[src/rtl/pipe_hazard_ctrl.sv]
`default_nettype none
// ============================================================================
// Module   : pipe_hazard_ctrl
// Purpose  : Stall/flush sequencer for a 5-stage pipeline. Resolves the
//            following hazards:
//              - memory wait, with a timeout
//              - debug pause
//              - EX redirect
//              - load-use
//            It also keeps saturating stall and flush performance counters.
// Ports    : clk, rst (sync, active-low)
//            ID/EX hazard info     : id_rs1_i, id_rs2_i, id_use_rs1_i,
//                                    id_use_rs2_i, ex_rd_i, ex_mem_read_i
//            Redirect / mem / debug: ex_redirect_i, mem_req_i, mem_ack_i,
//                                    pause_req_i
//            Pipeline controls     : pc_stall_o, if_id_stall_o, if_id_flush_o,
//                                    id_ex_stall_o, id_ex_flush_o,
//                                    ex_mem_stall_o, mem_wb_flush_o,
//                                    pc_redirect_o, pause_ack_o
//            Status                : mem_err_o, stall_cnt_o, flush_cnt_o
// Revision : 1.0  initial release
// ============================================================================
module pipe_hazard_ctrl #(
  parameter int CNT_W   = 32,
  parameter int TMO_W   = 8,
  parameter int MEM_TMO = 200
) (
  input  logic             clk,
  input  logic             rst,
  input  logic [4:0]       id_rs1_i,
  input  logic [4:0]       id_rs2_i,
  input  logic             id_use_rs1_i,
  input  logic             id_use_rs2_i,
  input  logic [4:0]       ex_rd_i,
  input  logic             ex_mem_read_i,
  input  logic             ex_redirect_i,
  input  logic             mem_req_i,
  input  logic             mem_ack_i,
  input  logic             pause_req_i,
  output logic             pc_stall_o,
  output logic             if_id_stall_o,
  output logic             if_id_flush_o,
  output logic             id_ex_stall_o,
  output logic             id_ex_flush_o,
  output logic             ex_mem_stall_o,
  output logic             mem_wb_flush_o,
  output logic             pc_redirect_o,
  output logic             pause_ack_o,
  output logic             mem_err_o,
  output logic [CNT_W-1:0] stall_cnt_o,
  output logic [CNT_W-1:0] flush_cnt_o
);

  localparam logic [1:0] S_RUN      = 2'd0;
  localparam logic [1:0] S_MEM_WAIT = 2'd1;
  localparam logic [1:0] S_PAUSE    = 2'd2;

  localparam logic [TMO_W-1:0] TMO_LAST = TMO_W'(MEM_TMO - 1);

  logic [1:0]       state_q, state_d;
  logic [TMO_W-1:0] tmo_q;
  logic             mem_err_q;
  logic [CNT_W-1:0] stall_cnt_q, flush_cnt_q;

  logic mem_busy, load_use, tmo_hit;
  logic full_stall, pause_hold, eval_run;

  assign mem_busy = mem_req_i & ~mem_ack_i;
  // x0 is never a real destination, so it cannot create a dependency.
  assign load_use = ex_mem_read_i & (ex_rd_i != 5'd0) &
                    ((id_use_rs1_i & (id_rs1_i == ex_rd_i)) |
                     (id_use_rs2_i & (id_rs2_i == ex_rd_i)));
  assign tmo_hit  = (tmo_q == TMO_LAST);

  // State register
  always_ff @(posedge clk) begin
    if (!rst) state_q <= S_RUN;
    else      state_q <= state_d;
  end

  // Next-state logic
  always_comb begin
    state_d = state_q;
    case (state_q)
      S_RUN: begin
        if (mem_busy)                         state_d = S_MEM_WAIT;
        else if (pause_req_i & ~ex_redirect_i) state_d = S_PAUSE;
      end
      S_MEM_WAIT: begin
        // A pause request is deliberately not honoured on the release cycle.
        if (!mem_busy || tmo_hit) state_d = S_RUN;
      end
      S_PAUSE: begin
        if (mem_busy)          state_d = S_MEM_WAIT;
        else if (!pause_req_i) state_d = S_RUN;
      end
      default: state_d = S_RUN;
    endcase
  end

  // Output logic. The release cycle of MEM_WAIT (ack or timeout) and the
  // exit cycle of PAUSE both evaluate redirect/load-use as in RUN.
  always_comb begin
    full_stall = 1'b0;
    pause_hold = 1'b0;
    eval_run   = 1'b0;
    case (state_q)
      S_RUN: begin
        full_stall = mem_busy;
        eval_run   = ~mem_busy;
      end
      S_MEM_WAIT: begin
        full_stall = mem_busy & ~tmo_hit;
        eval_run   = ~full_stall;
      end
      S_PAUSE: begin
        full_stall = mem_busy;
        pause_hold = ~mem_busy & pause_req_i;
        eval_run   = ~mem_busy & ~pause_req_i;
      end
      default: eval_run = 1'b0;
    endcase

    pc_stall_o     = 1'b0;
    if_id_stall_o  = 1'b0;
    if_id_flush_o  = 1'b0;
    id_ex_stall_o  = 1'b0;
    id_ex_flush_o  = 1'b0;
    ex_mem_stall_o = 1'b0;
    mem_wb_flush_o = 1'b0;
    pc_redirect_o  = 1'b0;
    pause_ack_o    = 1'b0;

    if (!rst) begin
      if_id_flush_o  = 1'b1;
      id_ex_flush_o  = 1'b1;
      mem_wb_flush_o = 1'b1;
    end else if (full_stall) begin
      // Freeze everything up to MEM and drain a bubble into WB.
      pc_stall_o     = 1'b1;
      if_id_stall_o  = 1'b1;
      id_ex_stall_o  = 1'b1;
      ex_mem_stall_o = 1'b1;
      mem_wb_flush_o = 1'b1;
    end else if (pause_hold) begin
      pc_stall_o     = 1'b1;
      if_id_stall_o  = 1'b1;
      id_ex_stall_o  = 1'b1;
      ex_mem_stall_o = 1'b1;
      pause_ack_o    = 1'b1;
    end else if (eval_run && ex_redirect_i) begin
      // The load-use consumer is on the wrong path, so redirect wins.
      pc_redirect_o  = 1'b1;
      if_id_flush_o  = 1'b1;
      id_ex_flush_o  = 1'b1;
    end else if (eval_run && load_use) begin
      pc_stall_o     = 1'b1;
      if_id_stall_o  = 1'b1;
      id_ex_flush_o  = 1'b1;
    end
  end

  // Timeout, sticky error and performance counters
  always_ff @(posedge clk) begin
    if (!rst) begin
      tmo_q       <= '0;
      mem_err_q   <= 1'b0;
      stall_cnt_q <= '0;
      flush_cnt_q <= '0;
    end else begin
      tmo_q <= (state_q == S_MEM_WAIT) ? tmo_q + 1'b1 : '0;
      if ((state_q == S_MEM_WAIT) && mem_busy && tmo_hit) mem_err_q <= 1'b1;
      if (pc_stall_o && (stall_cnt_q != '1)) stall_cnt_q <= stall_cnt_q + 1'b1;
      if (pc_redirect_o && (flush_cnt_q != '1)) flush_cnt_q <= flush_cnt_q + 1'b1;
    end
  end

  assign mem_err_o   = mem_err_q;
  assign stall_cnt_o = stall_cnt_q;
  assign flush_cnt_o = flush_cnt_q;

endmodule
`default_nettype wire
[config.mk]
export PLATFORM = sky130hd
export DESIGN_NAME = pipe_hazard_ctrl
export DESIGN_NICKNAME = d
export VERILOG_FILES = /design/src/rtl/pipe_hazard_ctrl.sv
export SDC_FILE = /design/constraint.sdc
export NUM_CORES = 1
export LEC_CHECK = 0
export CAP_MARGIN = 30
export CORE_MARGIN = 2
export CORE_UTILIZATION = 35
export DETAILED_ROUTE_END_ITERATION = 8
export SLEW_MARGIN = 20
export SYNTH_ARGS = -nofsm -noshare
export SYNTH_HDL_FRONTEND = slang
export SYNTH_SLANG_ARGS = --single-unit
[constraint.sdc]
create_clock -name clk -period 5.9 [get_ports clk]
set_input_delay 1.18 -clock clk [delete_from_list [all_inputs] [get_ports clk]]
set_output_delay 1.18 -clock clk [all_outputs]
set_load 0.01 [all_outputs]
==> results of run 1 <==
[cells in the final DEF (no fill, tap or decap), drive strengths merged, types with 3 or more instances in the layout]
cell type / count
clkdlybuf4s50: 97
dfxtp: 75
nand2: 47
nor2: 43
xnor2: 30
nand4: 30
a21oi: 28
nand3: 27
o31ai: 18
or4: 14
nor4: 14
nor3: 14
inv: 13
o21ai: 13
or3: 11
mux2i: 11
clkbuf: 11
and3: 10
nand2b: 7
and4: 5
o211ai: 5
xor2: 4
buf: 4
and2: 4
nor4b: 4
a31o: 3
ha: 3
[worst paths after layout]
| path | cells past startpoint | slack [ns] | endpoint | from |
|---|---|---|---|---|
| min reg2reg | 1 | 0.44 | tmo_q[0] | tmo_q[0] |
| min | 1 | 0.44 | tmo_q[0] | tmo_q[0] |
| max | 8 | 1.13 | if_id_stall_o | mem_req_i |
| max reg2reg | 6 | 3.21 | stall_cnt_o[3] | stall_cnt_o[2] |
[stage by stage]
| stage | instance area (µm²) | total power, mW |
|---|---|---|
| detailed placement | 5070 | 0.609 |
| floorplan | 4050 | 0.570 |
| finish | 5400 | 1.20 |
| global route | 5400 | 1.24 |
| global placement | 5070 | 0.608 |
| CTS | 5400 | 1.22 |
[where the power goes]
part	total, mW	internal [mW]	leakage [nW]	switching (mW)
sequential	0.514	0.510	0.605	0.00447
clock	0.603	0.391	0.162	0.212
combinational	0.0834	0.0402	0.899	0.0432
[per-layer routing]
| metal | vias up | share of wire | wire, µm | global-route usage |
|---|---|---|---|---|
| met4 | 0 | 0.0091 | 96 | 0.0387 |
| li1 | 1942 | - | - | - |
| met1 | 1851 | 0.48 | 5070 | 0.235 |
| met2 | 88 | 0.47 | 4920 | 0.274 |
| met3 | 8 | 0.041 | 429 | 0.0386 |
| met5 | - | 0 | 0 | 0 |
[state kept, by name, indices dropped and copies added, names as in the netlist]
register / count
tmo_q: 8
flush_cnt_o: 32
state_q: 2
stall_cnt_o: 32
mem_err_o: 1
[layout make-up]
type / instances / share of cell area
multi-input cells: 365 / 0.434
flip-flops and latches: 75 / 0.278
repair buffers: 101 / 0.185
clock buffers: 11 / 0.0468
well taps: 143 / 0.0331
clock inverters: 4 / 0.0137
inverters: 13 / 0.00904
[kinds of logic (layout without fill, tap and decap cells)]
kind of cell,count (synthesis),count (layout),synth area share
and+or+nand+nor,235,235,0.316
AOI/OAI and AO/OA,82,82,0.153
DFF,75,75,0.371
buffers and inverters,39,129,0.0507
xor gates and xnor gates,34,34,0.0736
muxes,11,11,0.0272
adders and majority gates,3,3,0.00927
[worst max-delay path, cell delays in order]
cell and delay (ns):
clkdlybuf4s50_1 0.46, nor2b_1 0.34, a21oi_1 0.10, o32ai_2 0.51
a41oi_4 0.04, buf_4 0.26, inv_1 0.13, clkdlybuf4s50_1 0.55
==> flow_summary.toml, run 1 <==
[die]
fp.dieW_um = 112
die-area_mm2 = 0.0124
design.portCount = 98
die-height_um = 112
rows = 39
start_util = 0.356
coreArea_mm2 = 0.0114

[cells_and_area]
synthToLayoutAreaGrowth_pct = 33.4
nNetsFinal = 592
fill_cells = 1117
register_area_mm2 = 0.00150
stdcell_count = 712
multi_input_area_mm2 = 0.00234
drive_gt1_frac = 0.0773
n_antenna_cell = 0
post-route-util = 0.475

[sta]
worst_slew_pin_slew_ns = 0.889
max_slew_margin = 0.407
fin_tns_setup_ns = 0
max_freq_mhz = 210
rsz0062_at_grt = "no"
fin_skew_ns = 0.00840
slew_viol_final = 0
holdWs_ns = 0.439
finalHoldViolations = 0
timing.final.crit_share = 0.809
finalSetupViolCount = 0
fin_ws_ns = 1.13
period_needed_ns = 4.77

[yosys]
synth_area_leaders = "dfxtp_1, xnor2_1, nand4_1, nand2_1, nor2_1"
ys_warn_count = 0
synth_seq_cells = 75
synth_edf_count = 0
synth_ff_type = "dfxtp_1"
synth.largest_area_cell = "dfxtp_1"
synth_area_mm2 = 0.00405
synth_common_cells = "dfxtp_1, nand2_1, nor2_1, xnor2_1, nand4_1"
ys_seq_area_frac = 0.371
synth_nets = 506
yosys.area.top_type_share = 0.371
yosysUniqueCellTypes = 57
avgSynthCellArea_um2 = 8.45
post-synth-top-count-cell = "dfxtp_1"
syn-instance-count = 479
synthArstFlopShare = 0

[detailed_routing]
vias_per_cell = 5.46
drc_errors = 0
antenna_left = 0
wl_per_cell_um = 14.8
vias = 3889
wl_um = 10500
first_pass_iters = 6
drt_iter0_drc = 245

[clock_network]
clk_pin_slew_ns = 0.05
tritoncts = "done"
ctsRootBufferMaster = "clkbuf_16"
cts_made_buffers = 9
htree_num_levels = 3
clockBufferDepth = 2
clk_latency_ns = 0.33
ctsHoldBuffers = 0
postCtsResizedCells = 0
cts.sinks = 75
post_cts_buffers = 0

[power]
power_density_mw_per_mm2 = 223
vdd_drop_max_mv = 0.161
power.leakage_nw = 1.66

[critical_path]
crit_arrival_ns = 3.59
crit_path_end_kind = "output pin"
path_class = "in -> out"
cp-start-kind = "input pin"
critPathMaxFanout = 31
crit_required_ns = 4.72

[place]
post-dp-hpwl_um = 7430
port_buffers = 97
gp_congestion = 0.822
dp_cells = 697
preCtsSetupSlack_ns = 1.13

[grt]
gr-total-overflow = 0
grt_first_pass_wirelength_um = 17600
grt_use_total = 0.170
grt_antenna_before_repair = 0
grt_pass1_vias = 3579
grt_max_degree = 49

[outcome]
outcome = "completed"

[min_path]
hold_path.class = "reg -> reg"

[job]
maxCapViolCount = 0
(Power assumes the default switching activity.)
==> run 2, diff against run 1 <==
==> constraint.sdc (replaced) <==
create_clock -name clk -period 3.9 [get_ports clk]
set_input_delay 0.78 -clock clk [delete_from_list [all_inputs] [get_ports clk]]
set_output_delay 0.78 -clock clk [all_outputs]
set_load 0.01 [all_outputs]
==> flow_summary.toml, run 2 (same netlist as run 1, synthesis figures left out) <==
[outcome]
outcome = "completed"

[power]
power_density_mw_per_mm2 = 349
comb_power_share = 0.068
power.leakage_nw = 1.70
vdd_drop_max_mv = 0.196
seq_power_share = 0.408
switchingPower_mw = 0.395
switching_share = 0.207
internal_power_mw = 1.51
clockPowerShare = 0.524

[sta]
fin_ws_ns = 0.259
worst_slew_pin_slew_ns = 0.840
finalHoldViolations = 0
max_freq_mhz = 275
fin_skew_ns = 0.00907
rsz0062_at_grt = "no"
finalSetupViolCount = 0
timing.final.crit_share = 0.934
period_needed_ns = 3.64
slew_viol_final = 0
fin_tns_setup_ns = 0
max_slew_margin = 0.440

[clock_network]
cts_made_buffers = 9
clk_pin_slew_ns = 0.05
postCtsResizedCells = 0
clockBufferDepth = 2
htree_num_levels = 3
clk_latency_ns = 0.33
cts.sinks = 75
ctsRootBufferMaster = "clkbuf_16"
post_cts_buffers = 0
tritoncts = "done"
ctsHoldBuffers = 0

[critical_path]
cp-start-kind = "input pin"
path_common_cell = "clkdlybuf4s50_1"
crit_required_ns = 3.12
regToRegSetupSlack_ns = 1.19
critPathMaxFanout = 6
reg2reg_to = "stall_cnt_o[3]"
cpLargestDelayFamily = "buffers and inverters"
critical_path.cell_chain = "clkdlybuf4s50_1, nor2b_1, nor2_1, or2_4, a41oi_4, inv_1, clkdlybuf4s50_1"
cpPeakStageDelay_ns = 0.50
slowest_stage = "clkdlybuf4s50_1"
crit_arrival_ns = 2.86
r2r_start = "stall_cnt_o[2]"
path_class = "in -> out"
worstRegToRegCells = 6
crit_path_end_kind = "output pin"
path_buf_inv = 3

[place]
gp_congestion = 0.816
port_buffers = 97
preCtsSetupSlack_ns = 0.261
post-dp-hpwl_um = 7590

[cells_and_area]
n_antenna_cell = 0
fill_cells = 1111
nNetsFinal = 595
post-route-util = 0.480
final_common_cell = "clkdlybuf4s50_1"
layout_common_cells = "clkdlybuf4s50_1, dfxtp_1, nand2_1"
synthToLayoutAreaGrowth_pct = 34.8
drive_gt1_frac = 0.0838

[detailed_routing]
wl_um = 10600
first_pass_iters = 4
drc_errors = 0
vias_per_cell = 5.40
wl_per_cell_um = 14.8
drt_iter0_drc = 203
antenna_left = 0
vias = 3869

[grt]
gr-total-overflow = 0
grt_antenna_before_repair = 0
grt_first_pass_wirelength_um = 17700
grt_pass1_vias = 3575
grt_max_degree = 44
grt_use_total = 0.171

[die]
coreArea_mm2 = 0.0114
die-area_mm2 = 0.0124
die-height_um = 112
start_util = 0.356
rows = 39
design.portCount = 98
fp.dieW_um = 112

[min_path]
hold_path.class = "reg -> reg"
hp-start = "tmo_q[0]"
whs_endpoint = "tmo_q[0]"
holdPathStages = 1

[job]
maxCapViolCount = 0
run 2: area by class of cell:
type,count,area (µm²),share of cell area
Multi-Input combinational cell,365,2340,0.429
Sequential cell,75,1500,0.275
Timing Repair Buffer,104,1020,0.188
Clock buffer,12,267,0.0489
Tap cell,143,179,0.0328
Clock inverter,4,95.1,0.0174
Inverter,13,48.8,0.00894
run 2: power groups by stage:
stage | Combinational, mW | Clock (mW) | Sequential, mW
after floorplan | 0.0674 | 0 | 0.795
after global placement | 0.128 | 0 | 0.794
after detailed placement | 0.130 | 0 | 0.794
after CTS | 0.130 | 1.02 | 0.777
after global routing | 0.140 | 1.05 | 0.778
final | 0.129 | 0.998 | 0.778
run 2: worst max path at each step:
stage	slack [ns]	from	end	cells after the start
after global routing	0.18	mem_req_i	if_id_stall_o	7
after global placement	0.28	ex_rd_i[1]	pc_stall_o	6
after floorplan	1.0	mem_req_i	pc_stall_o	7
after CTS	0.25	ex_rd_i[1]	if_id_stall_o	6
final	0.26	mem_req_i	if_id_stall_o	7
after detailed placement	0.26	ex_rd_i[1]	if_id_stall_o	6
run 2: per-layer routing:
| metal | GRT usage | vias to the layer above | part of all wire | routed length (µm) |
|---|---|---|---|---|
| met1 | 0.234 | 1806 | 0.47 | 5010 |
| li1 | - | 1946 | - | - |
| met5 | 0 | - | 0 | 0 |
| met3 | 0.0359 | 11 | 0.056 | 592 |
| met4 | 0.0551 | 0 | 0.012 | 123 |
| met2 | 0.272 | 106 | 0.46 | 4870 |
run 2: metrics by stage:
stage / power [mW] / area, µm² / instances / hold WS [ns]
finish: 1.91 / 5460 / 716 / 0.446
global route: 1.97 / 5460 / 716 / 0.455
CTS: 1.92 / 5460 / 716 / 0.448
detailed placement: 0.924 / 5090 / 700 / 0.440
global placement: 0.923 / 5090 / 700 / 0.424
floorplan: 0.862 / 4050 / 479 / 0.413
